## config.mk

```make
export PLATFORM = sky130hd
export DESIGN_NAME = rollover_logger_flat
export DESIGN_NICKNAME = d
export VERILOG_FILES = /design/src/rtl/rollover_logger_pkg.sv /design/src/rtl/rollover_logger_if.sv /design/src/rtl/rollover_logger_event_fifo.sv /design/src/rtl/rollover_logger.sv /design/src/flat_wrapper.sv
export SDC_FILE = /design/constraint.sdc
export NUM_CORES = 1
export LEC_CHECK = 0
export ABC_AREA = 1
export BUFFER_PORTS_ARGS = -buffer_cell sky130_fd_sc_hd__buf_2
export CORE_MARGIN = 4
export CORE_UTILIZATION = 65
export CTS_BUF_LIST = sky130_fd_sc_hd__clkbuf_8
export DETAILED_ROUTE_END_ITERATION = 10
export HOLD_SLACK_MARGIN = 0.02
export PLACE_DENSITY_LB_ADDON = 0.15
export SYNTH_ARGS = -nofsm -noshare
export SYNTH_HDL_FRONTEND = slang
export SYNTH_SLANG_ARGS = --single-unit
```

## constraint.sdc

```tcl
create_clock -name clk -period 3.4 [get_ports clk]
set_input_delay 0.17 -clock clk [delete_from_list [all_inputs] [get_ports clk]]
set_output_delay 0.17 -clock clk [all_outputs]
set_load 0.005 [all_outputs]
```

## src/rtl/rollover_logger_pkg.sv

```systemverilog
// Shared definitions for the rollover logger: counter modes, event word layout,
// default widths and the occupancy states of the event FIFO.
package rollover_logger_pkg;

  typedef enum logic [1:0] {
    MODE_UP  = 2'b00,
    MODE_DN  = 2'b01,
    MODE_DN3 = 2'b10,
    MODE_LD  = 2'b11
  } mode_e;

  typedef enum logic [1:0] {
    FIFO_EMPTY,
    FIFO_PARTIAL,
    FIFO_FULL
  } fifo_state_e;

  localparam int CNT_W_DEF      = 4;
  localparam int EXT_W_DEF      = 12;
  localparam int TS_W_DEF       = 16;
  localparam int FIFO_DEPTH_DEF = 4;
  localparam int MODE_W         = 2;
  localparam int DROP_W         = 8;

  // Event word is {timestamp, mode, q}; q sits at bit 0, mode just above it.
  function automatic int ev_width(input int ts_w, input int cnt_w);
    return ts_w + MODE_W + cnt_w;
  endfunction

  function automatic int ev_mode_lsb(input int cnt_w);
    return cnt_w;
  endfunction

  function automatic int ev_ts_lsb(input int cnt_w);
    return cnt_w + MODE_W;
  endfunction

endpackage

```

## src/rtl/rollover_logger_if.sv

```systemverilog
// Consumer-side event stream: valid/ready handshake carrying the head FIFO entry.
interface rollover_logger_if #(
  parameter int DATA_W = 22
);
  logic              ev_valid;
  logic              ev_ready;
  logic [DATA_W-1:0] ev_data;

  modport master (output ev_valid, output ev_data, input ev_ready);
  modport slave  (input ev_valid, input ev_data, output ev_ready);
endinterface

```

## src/rtl/rollover_logger_event_fifo.sv

```systemverilog
// Synchronous event FIFO without fall-through; a pop frees a slot for a push in
// the same cycle even when full.
//   state        | meaning
//   FIFO_EMPTY   | level == 0, nothing to present
//   FIFO_PARTIAL | 0 < level < DEPTH
//   FIFO_FULL    | level == DEPTH, a push without a pop is dropped
module event_fifo
  import rollover_logger_pkg::*;
#(
  parameter int WIDTH = 22,
  parameter int DEPTH = FIFO_DEPTH_DEF
) (
  input  logic                     clk,
  input  logic                     rst,
  input  logic                     push_i,
  input  logic                     pop_i,
  input  logic [WIDTH-1:0]         wr_data_i,
  output logic [WIDTH-1:0]         rd_data_o,
  output logic [$clog2(DEPTH):0]   level_o,
  output logic                     valid_o,
  output logic                     drop_o
);

  localparam int PTR_W = $clog2(DEPTH);
  localparam int LVL_W = PTR_W + 1;

  fifo_state_e      state_q, state_d;
  logic [PTR_W-1:0] wr_ptr_q, wr_ptr_d;
  logic [PTR_W-1:0] rd_ptr_q, rd_ptr_d;
  logic [LVL_W-1:0] level_q, level_d;
  logic [WIDTH-1:0] mem_q [DEPTH];
  logic             push_ok, pop_ok;

  always_ff @(posedge clk or posedge rst) begin
    if (rst) begin
      state_q  <= FIFO_EMPTY;
      wr_ptr_q <= '0;
      rd_ptr_q <= '0;
      level_q  <= '0;
    end else begin
      state_q  <= state_d;
      wr_ptr_q <= wr_ptr_d;
      rd_ptr_q <= rd_ptr_d;
      level_q  <= level_d;
    end
  end

  // Storage needs no reset: entries are only visible through the occupancy.
  always_ff @(posedge clk) begin
    if (push_ok) mem_q[wr_ptr_q] <= wr_data_i;
  end

  always_comb begin
    state_d  = state_q;
    wr_ptr_d = wr_ptr_q;
    rd_ptr_d = rd_ptr_q;
    level_d  = level_q;
    pop_ok   = pop_i && (state_q != FIFO_EMPTY);
    push_ok  = push_i && ((state_q != FIFO_FULL) || pop_ok);
    drop_o   = push_i && !push_ok;

    if (push_ok) wr_ptr_d = wr_ptr_q + PTR_W'(1);
    if (pop_ok)  rd_ptr_d = rd_ptr_q + PTR_W'(1);
    if (push_ok && !pop_ok)      level_d = level_q + LVL_W'(1);
    else if (pop_ok && !push_ok) level_d = level_q - LVL_W'(1);

    case (state_q)
      FIFO_EMPTY: begin
        if (push_ok) state_d = FIFO_PARTIAL;
      end
      FIFO_PARTIAL: begin
        if (push_ok && !pop_ok && (level_q == LVL_W'(DEPTH - 1)))
          state_d = FIFO_FULL;
        else if (pop_ok && !push_ok && (level_q == LVL_W'(1)))
          state_d = FIFO_EMPTY;
      end
      FIFO_FULL: begin
        if (pop_ok && !push_ok) state_d = FIFO_PARTIAL;
      end
      default: state_d = FIFO_EMPTY;
    endcase
  end

  assign rd_data_o = mem_q[rd_ptr_q];
  assign level_o   = level_q;
  assign valid_o   = (state_q != FIFO_EMPTY);

endmodule

```

## src/rtl/rollover_logger.sv

```systemverilog
// Extends the upstream 4-bit counter with an upper rollover digit, timestamps every
// rollover and queues it for a valid/ready consumer, tracking dropped events.
module rollover_logger
  import rollover_logger_pkg::*;
#(
  parameter int CNT_W      = CNT_W_DEF,
  parameter int EXT_W      = EXT_W_DEF,
  parameter int TS_W       = TS_W_DEF,
  parameter int FIFO_DEPTH = FIFO_DEPTH_DEF
) (
  input  logic                            clk,
  input  logic                            reset,
  input  logic                            enable,
  input  logic [MODE_W-1:0]               modo,
  input  logic [CNT_W-1:0]                q_in,
  input  logic                            rco_in,
  output logic [EXT_W-1:0]                ext_count,
  output logic [EXT_W+CNT_W-1:0]          full_count,
  rollover_logger_if.master               ev,
  output logic [$clog2(FIFO_DEPTH):0]     ev_level,
  output logic                            overflow,
  output logic [DROP_W-1:0]               drop_count
);

  localparam int EV_W = ev_width(TS_W, CNT_W);

  logic [EXT_W-1:0]  ext_q, ext_d;
  logic [TS_W-1:0]   ts_q, ts_d;
  logic              ovf_q, ovf_d;
  logic [DROP_W-1:0] drops_q, drops_d;
  logic              ev_hit, ev_push, fifo_drop;
  logic [EV_W-1:0]   ev_word, fifo_rd_data;

  assign ev_hit  = enable && rco_in;
  assign ev_push = ev_hit && (modo != MODE_LD);

  always_comb begin
    ev_word = '0;
    ev_word[CNT_W-1:0]                    = q_in;
    ev_word[ev_mode_lsb(CNT_W) +: MODE_W] = modo;
    ev_word[ev_ts_lsb(CNT_W) +: TS_W]     = ts_q;
  end

  always_ff @(posedge clk or posedge reset) begin
    if (reset) begin
      ext_q   <= '0;
      ts_q    <= '0;
      ovf_q   <= 1'b0;
      drops_q <= '0;
    end else begin
      ext_q   <= ext_d;
      ts_q    <= ts_d;
      ovf_q   <= ovf_d;
      drops_q <= drops_d;
    end
  end

  always_comb begin
    ext_d   = ext_q;
    ts_d    = ts_q + TS_W'(1);
    ovf_d   = ovf_q || fifo_drop;
    drops_d = drops_q;
    if (ev_hit) begin
      case (modo)
        MODE_UP:           ext_d = ext_q + EXT_W'(1);
        MODE_DN, MODE_DN3: ext_d = ext_q - EXT_W'(1);
        MODE_LD:           ext_d = ext_q;
        default:           ext_d = ext_q;
      endcase
    end
    // Dropped-event count holds at all-ones rather than wrapping.
    if (fifo_drop && (drops_q != {DROP_W{1'b1}})) drops_d = drops_q + DROP_W'(1);
  end

  event_fifo #(
    .WIDTH (EV_W),
    .DEPTH (FIFO_DEPTH)
  ) u_event_fifo (
    .clk       (clk),
    .rst       (reset),
    .push_i    (ev_push),
    .pop_i     (ev.ev_ready),
    .wr_data_i (ev_word),
    .rd_data_o (fifo_rd_data),
    .level_o   (ev_level),
    .valid_o   (ev.ev_valid),
    .drop_o    (fifo_drop)
  );

  assign ev.ev_data  = fifo_rd_data;
  assign ext_count   = ext_q;
  assign full_count  = {ext_q, q_in};
  assign overflow    = ovf_q;
  assign drop_count  = drops_q;

endmodule

```

## src/flat_wrapper.sv

```systemverilog
// flat-port wrapper written by rule: the top's interface ports become plain ports
module rollover_logger_flat import rollover_logger_pkg::*;
#(
  parameter int CNT_W      = CNT_W_DEF,
  parameter int EXT_W      = EXT_W_DEF,
  parameter int TS_W       = TS_W_DEF,
  parameter int FIFO_DEPTH = FIFO_DEPTH_DEF
)
  (clk, reset, enable, modo, q_in, rco_in, ext_count, full_count, ev_level, overflow, drop_count, ev_ev_valid, ev_ev_data, ev_ev_ready);
  rollover_logger_if #(.DATA_W(22)) ev_i ();
  input  logic clk;
  input  logic reset;
  input  logic enable;
  input  logic [MODE_W-1:0] modo;
  input  logic [CNT_W-1:0] q_in;
  input  logic rco_in;
  output logic [EXT_W-1:0] ext_count;
  output logic [EXT_W+CNT_W-1:0] full_count;
  output logic [$clog2(FIFO_DEPTH):0] ev_level;
  output logic overflow;
  output logic [DROP_W-1:0] drop_count;
  output wire logic [$bits(ev_i.ev_valid)-1:0] ev_ev_valid;
  output wire logic [$bits(ev_i.ev_data)-1:0] ev_ev_data;
  input wire logic [$bits(ev_i.ev_ready)-1:0] ev_ev_ready;
  assign ev_ev_valid = ev_i.ev_valid;
  assign ev_ev_data = ev_i.ev_data;
  assign ev_i.ev_ready = ev_ev_ready;
  rollover_logger #(.CNT_W(CNT_W), .EXT_W(EXT_W), .TS_W(TS_W), .FIFO_DEPTH(FIFO_DEPTH)) u_core (.clk(clk), .reset(reset), .enable(enable), .modo(modo), .q_in(q_in), .rco_in(rco_in), .ext_count(ext_count), .full_count(full_count), .ev(ev_i), .ev_level(ev_level), .overflow(overflow), .drop_count(drop_count));
endmodule
```

==> results of run 1 <==
-- how the worst max path moves through the flow --
stage,cells past startpoint,endpoint,startpoint,slack [ns]
2_1_floorplan,6,u_core.u_event_fifo.mem_q[0][0],modo[0],1.21
3_3_place_gp,9,u_core.u_event_fifo.level_o[2],modo[0],1.31
3_5_place_dp,9,u_core.u_event_fifo.level_o[2],modo[0],1.23
4_1_cts,6,ev_ev_data[14],u_core.u_event_fifo.rd_ptr_q[0],1.12
5_1_grt,12,u_core.u_event_fifo.level_o[2],modo[0],0.89
6_report,10,u_core.u_event_fifo.level_o[2],modo[0],1.12
-- state kept, by name (all words and copies together), names as in the netlist --
signal / count
u_core.u_event_fifo.rd_ptr_q: 2
u_core.overflow: 1
u_core.u_event_fifo.wr_ptr_q: 2
u_core.u_event_fifo.mem_q: 88
u_core.ext_count: 12
u_core.u_event_fifo.state_q: 2
u_core.drop_count: 8
u_core.u_event_fifo.level_o: 3
u_core.ts_q: 16
-- per-stage QoR --
stage	cells	area (sq um)	hold slack [ns]
final	795	7030	0.233
after global placement	757	6580	0.391
after global routing	795	7030	0.232
after detailed placement	757	6580	0.404
after CTS	795	7030	0.205
after floorplan	578	6170	0.269
-- worst max-delay path: stages --
cell and delay (ns):
dlygate4sd3_1 0.53, buf_2 0.15, ha_1 0.19, nor2_1 0.12, nand2_2 0.22, inv_2 0.25
nand2_2 0.17, ha_1 0.40, o31ai_1 0.29, inv_1 0.06
-- metal layers --
layer  track usage [%]  share of wire, %  wire length, um
met1              28.2                42             4950
met2              40.7                52             6170
met3              4.35               4.9              577
met4              6.75              0.98              116
met5                 0                 0                0
-- synth_stat cells (all sizes together) (9+ instances only) --
master | count | area, sq um
nand3 | 26 | 140
o22ai | 22 | 138
xor2 | 24 | 210
clkbuf | 9 | 33.8
buf | 21 | 145
o21ai | 58 | 302
inv | 61 | 229
nor2 | 79 | 312
ha | 24 | 300
dfrtp | 46 | 1150
edfxtp | 88 | 2640
nand2 | 87 | 332
-- cell type report --
class / count / share of cell area [%]
Timing Repair Buffer: 87 / 6.94
Clock buffer: 17 / 3.33
Tap cell: 129 / 2.29
Inverter: 61 / 3.26
Multi-Input combinational cell: 353 / 28.1
Clock inverter: 14 / 2.13
Sequential cell: 134 / 53.9
-- timing repair --
action / CTS / global route
gates resized for setup: 0 / 0
endpoints found under the setup margin: 0 / 0
endpoints found under the hold margin: 70 / 0
hold buffers: 7 / 0
-- where the power goes --
part	internal [mW]	switching, mW	total [mW]
logic	0.764	1.16	1.93
clock network	0.653	0.614	1.27
registers	1.93	0.139	2.07
total	3.35	1.92	5.27
-- cells by family after synthesis --
kind of cell    after synthesis  share of synthesized area [%]
flops                       134                           61.5
xor+xnor                     30                           4.26
simple gates                210                           14.6
compound gates               88                           7.87
fa+ha+maj                    25                           5.19
buf+inv                      91                           6.61
==> results_dict.tcl, run 1 <==
set metrics [dict create \
    setup_viol 0 \
    area_growth_pct 14.0 \
    ff2ff_path_depth 9 \
    drtPass1Iterations 4 \
    wirelength_um 11800 \
    fp.dieW_um 105 \
    dieArea_sq_um 11100 \
    synth_edf_count 88 \
    timing.rr.end "u_core.u_event_fifo.level_o[2]" \
    start_kind "primary input" \
    ys_seq_area_share_pct 61.5 \
    fin_crit_ns 2.28 \
    cts_made_buffers 17 \
    pwr_density_cell_nw_per_um2 749 \
    r2r_slack_ns 1.62 \
    io_pins 74 \
    cap_violations 0 \
    syn_area_per_cell_sq_um 10.7 \
    vias 4241 \
    worstPathArrival_ns 2.57 \
    crit-reg2reg-launch "u_core.u_event_fifo.state_q[0]" \
    ys_types 31 \
    slew_headroom_pct 34.7 \
    vdd_drop_max_uv 466 \
    worst_hold_path_type "in2reg" \
    clk_latency_ns 0.42 \
    vias_per_cell 5.33 \
    most-common-layout-cells "edfxtp_1 (88), nand2_1 (85), buf_2 (73)" \
    netlist_area_sq_um 6170 \
    register_area_sq_um 3790 \
    gp_congestion 0.880 \
    cts_sinks 134 \
    fmax_mhz 439 \
    antenna_found_initial 0 \
    worstHoldEndpoint "u_core.ext_count[9]" \
    coreArea_sq_um 9240 \
    slew_viol_final 0 \
    drc 0 \
    syn-num-nets 614 \
    antenna_cells 0 \
    fin_skew_ns 0.0110 \
    final.period_utilization_pct 67.0 \
    yosysWarnings 0 \
    initial_core_util_pct 66.8 \
    grt_pass1_vias 4267 \
    final_antenna_net_count 0 \
    cts_buffer_depth 2 \
    grt_max_degree 48 \
    end_kind "register" \
    worstSetupPathType "in2reg" \
    h-tree-depth 4 \
    setup_tns_ns 0 \
    utilization_pct 76.1 \
    rows 35 \
    async_flop_share_pct 34.3 \
    synth_flop_cell "edfxtp_1" \
    hpwl_um 7460 \
    multiInputGateArea_sq_um 1980 \
    pre_cts_ws_ns 1.23 \
    grt_pass1_wl_um 20100 \
    numPortBuffers 73 \
    worstMarginPinSlew_ns 0.978 \
    nNetsFinal 690 \
    cp_data_required_time_ns 3.70 \
    drive_gt1_share_pct 19.1 \
    cts_tree "built" \
    avgRoutedWirePerCell_um 14.9 \
    leakage_nw 3.10 \
    die_height_um 105 \
    hold_start "enable" \
    power_mw 5.27 \
    first_iter_violations 199 \
    grt_remaining_overflow 0 \
    globalRouteTotalUtil_pct 22.8 \
    cts.clk_slew.worst_paths_ns 0.08 \
    cts-root-buf "clkbuf_8" \
    outcome "finished, final reports clean" \
    min_path_cells 4 \
    post_synth_inst_count 578 \
    fillers 598 \
    final_common_cell "edfxtp_1" \
    rsz0062_at_grt "no" \
    hold_violations 0 \
    post-cts-setup-buffers 0 \
    synth_seq_cells 134 \
    cp_max_fo 17 \
    fin_ws_ns 1.12 \
]
No activity file was read; power rests on OpenSTA's default activity.
==> run 2: changes to the inputs <==
--- a/config.mk
+++ b/config.mk
@@ -8,7 +8,7 @@
 export ABC_AREA = 1
 export BUFFER_PORTS_ARGS = -buffer_cell sky130_fd_sc_hd__buf_2
 export CORE_MARGIN = 4
-export CORE_UTILIZATION = 65
+export CORE_UTILIZATION = 60
 export CTS_BUF_LIST = sky130_fd_sc_hd__clkbuf_8
 export DETAILED_ROUTE_END_ITERATION = 10
 export HOLD_SLACK_MARGIN = 0.02
==> constraint.sdc (replaced) <==
create_clock -name clk -period 2.31 [get_ports clk]
set_input_delay 0.1155 -clock clk [delete_from_list [all_inputs] [get_ports clk]]
set_output_delay 0.1155 -clock clk [all_outputs]
set_load 0.005 [all_outputs]
==> run 2 against run 1 <==
Register-to-register slack got worse by 1.0 ns. Non-clock buffer count grew 6. Sequential share of layout area shrank 0.62 points. Critical endpoint is now u_core.ext_count[8]. Die area increased by 7.7%. Critical path depth rose by 3. Sequential power rose by 49%. Critical path type unchanged. Clock power up 51%. First-iteration DRC count down 5.5%.
==> results_dict.tcl, run 2 (synthesis results as in run 1) <==
set metrics [dict create \
    area_growth_pct 15.3 \
    drtPass1Iterations 4 \
    fin_ws_ns 0.194 \
    largest_reg_flops 88 \
    cp_max_fo 13 \
    dieArea_sq_um 12000 \
    crit_chain "dlygate4sd3_1 > buf_2 > ha_2 > inv_1 > fa_1 > inv_1 > nand3_1 > nand3_1 > nand2_1 > nand2_1 > nand2_1 > nand3_1 > nand2_1" \
    drive_gt1_share_pct 19.8 \
    antenna_found_initial 0 \
    fmax_mhz 473 \
    slew_headroom_pct 68.8 \
    worst_hold_path_type "in2reg" \
    cap_violations 0 \
    grt_pass1_wl_um 19300 \
    coreArea_sq_um 9910 \
    crit_path_frequent_cell "nand2_1" \
    switching_share_pct 35.5 \
    io_pins 74 \
    die_height_um 109 \
    start_kind "primary input" \
    grt_max_degree 45 \
    pwr_density_cell_nw_per_um2 1110 \
    p_switching_mw 2.80 \
    rows 36 \
    globalRouteTotalUtil_pct 21.3 \
    post-cts-setup-buffers 0 \
    pwr-share-comb_pct 36.5 \
    antenna_cells 0 \
    drc 0 \
    fin_crit_ns 2.12 \
    cts_made_buffers 17 \
    pre_cts_ws_ns 0.192 \
    cts.clk_slew.worst_paths_ns 0.07 \
    slew_viol_final 0 \
    first_iter_violations 188 \
    power_frac_seq_pct 39.1 \
    final_common_cell "edfxtp_1" \
    final.period_utilization_pct 91.6 \
    most-common-layout-cells "edfxtp_1 (88), nand2_1 (85), buf_2 (73)" \
    avgRoutedWirePerCell_um 14.7 \
    initial_core_util_pct 62.3 \
    final_antenna_net_count 0 \
    cts_buffer_depth 2 \
    worstSetupPathType "in2reg" \
    internal_power_mw 5.09 \
    cp_data_required_time_ns 2.62 \
    setup_viol 0 \
    fin_skew_ns 0.0110 \
    layout.cells.non_filler 806 \
    hpwl_um 7750 \
    setup_tns_ns 0 \
    end_kind "register" \
    numPortBuffers 73 \
    outcome "finished, final reports clean" \
    cts_sinks 134 \
    slowest_stage "dlygate4sd3_1" \
    regMostFlops "u_core.u_event_fifo.mem_q" \
    hold_violations 0 \
    cts_tree "built" \
    grt_remaining_overflow 0 \
    nNetsFinal 696 \
    h-tree-depth 4 \
    grt_pass1_vias 4147 \
    vdd_drop_max_uv 639 \
    rsz0062_at_grt "no" \
    wirelength_um 11800 \
    vias 4264 \
    fp.dieW_um 109 \
    cts-root-buf "clkbuf_8" \
    worstMarginPinSlew_ns 0.468 \
    fillers 717 \
    gp_congestion 0.895 \
    power_mw 7.89 \
    slowest_delay_ns 0.53 \
    place_inst 767 \
    worstPathArrival_ns 2.43 \
    vias_per_cell 5.29 \
    clockPowerShare_pct 24.4 \
    clk_latency_ns 0.42 \
    leakage_nw 3.16 \
]
[run 2: changes by cell type in the layout (fill, tap and decap cells not counted)]
| cell | previous run | this run |
|---|---|---|
| buf_12 | 0 | 1 |
| clkinvlp_4 | 5 | 2 |
| ha_1 | 24 | 23 |
| inv_1 | 59 | 61 |
| clkinv_2 | 1 | 3 |
| inv_6 | 4 | 0 |
| ha_2 | 0 | 1 |
| bufinv_16 | 2 | 3 |
| clkinv_4 | 1 | 4 |
| buf_4 | 7 | 12 |
[run 2: worst max-delay path, delay by kind of cell]
| kind | cells | cell delay [ns] |
|---|---|---|
| AND/OR/NAND/NOR | 7 | 0.51 |
| adder cells (fa/ha/maj) | 2 | 0.92 |
| buffers and inverters | 4 | 0.86 |
[run 2: path summary, 6_finish.rpt]
kind | startpoint | end | slack (ns) | depth (start not counted)
setup / recovery | modo[1] | u_core.ext_count[8] | 0.19 | 13
hold / removal | enable | u_core.ext_count[7] | 0.13 | 5
setup reg to reg | u_core.ext_count[0] | u_core.ext_count[8] | 0.59 | 10
hold reg to reg | u_core.overflow | u_core.overflow | 0.49 | 1
max in group asynchronous | reset | u_core.u_event_fifo.rd_ptr_q[0] | 1.47 | 4
min in group asynchronous | reset | u_core.ext_count[9] | 0.24 | 3
[run 2: power groups by stage]
| stage | clock [mW] | combinational (mW) | sequential, mW |
|---|---|---|---|
| floorplan | 0 | 1.97 | 3.08 |
| global placement | 0 | 2.80 | 3.12 |
| detailed placement | 0 | 2.89 | 3.13 |
| CTS | 1.96 | 2.91 | 3.08 |
| global route | 2.08 | 3.27 | 3.13 |
| finish | 1.92 | 2.88 | 3.08 |
[run 2: per-layer routing]
| layer | GRT usage [%] | part of all wire [%] |
|---|---|---|
| met3 | 5.05 | 4.0 |
| met2 | 36.1 | 50 |
| met5 | 0 | 0 |
| met1 | 26.6 | 44 |
| met4 | 8.19 | 1.7 |
[run 2: timing repair]
item	CTS	global route
hold endpoints to repair	43	0
setup endpoints to repair	0	2
hold buffers	7	0
resized for setup	0	1
[run 2: per-stage QoR]
stage | hold WS (ns) | area (sq um) | util (%)
detailed placement | 0.156 | 6640 | 67.0
finish | 0.127 | 7120 | 71.8
CTS | 0.118 | 7110 | 71.8
global route | 0.141 | 7120 | 71.8
global placement | 0.153 | 6640 | 67.0
floorplan | 0.214 | 6170 | -
[run 2: cell type report]
class,instances,area (sq um),share of cell area [%]
multi-input combinational,353,1980,27.8
sequential,134,3790,53.3
inverter,61,229,3.22
clock inverter,15,166,2.34
tap,133,166,2.34
clock buffer,17,234,3.29
timing repair buffer,93,546,7.67
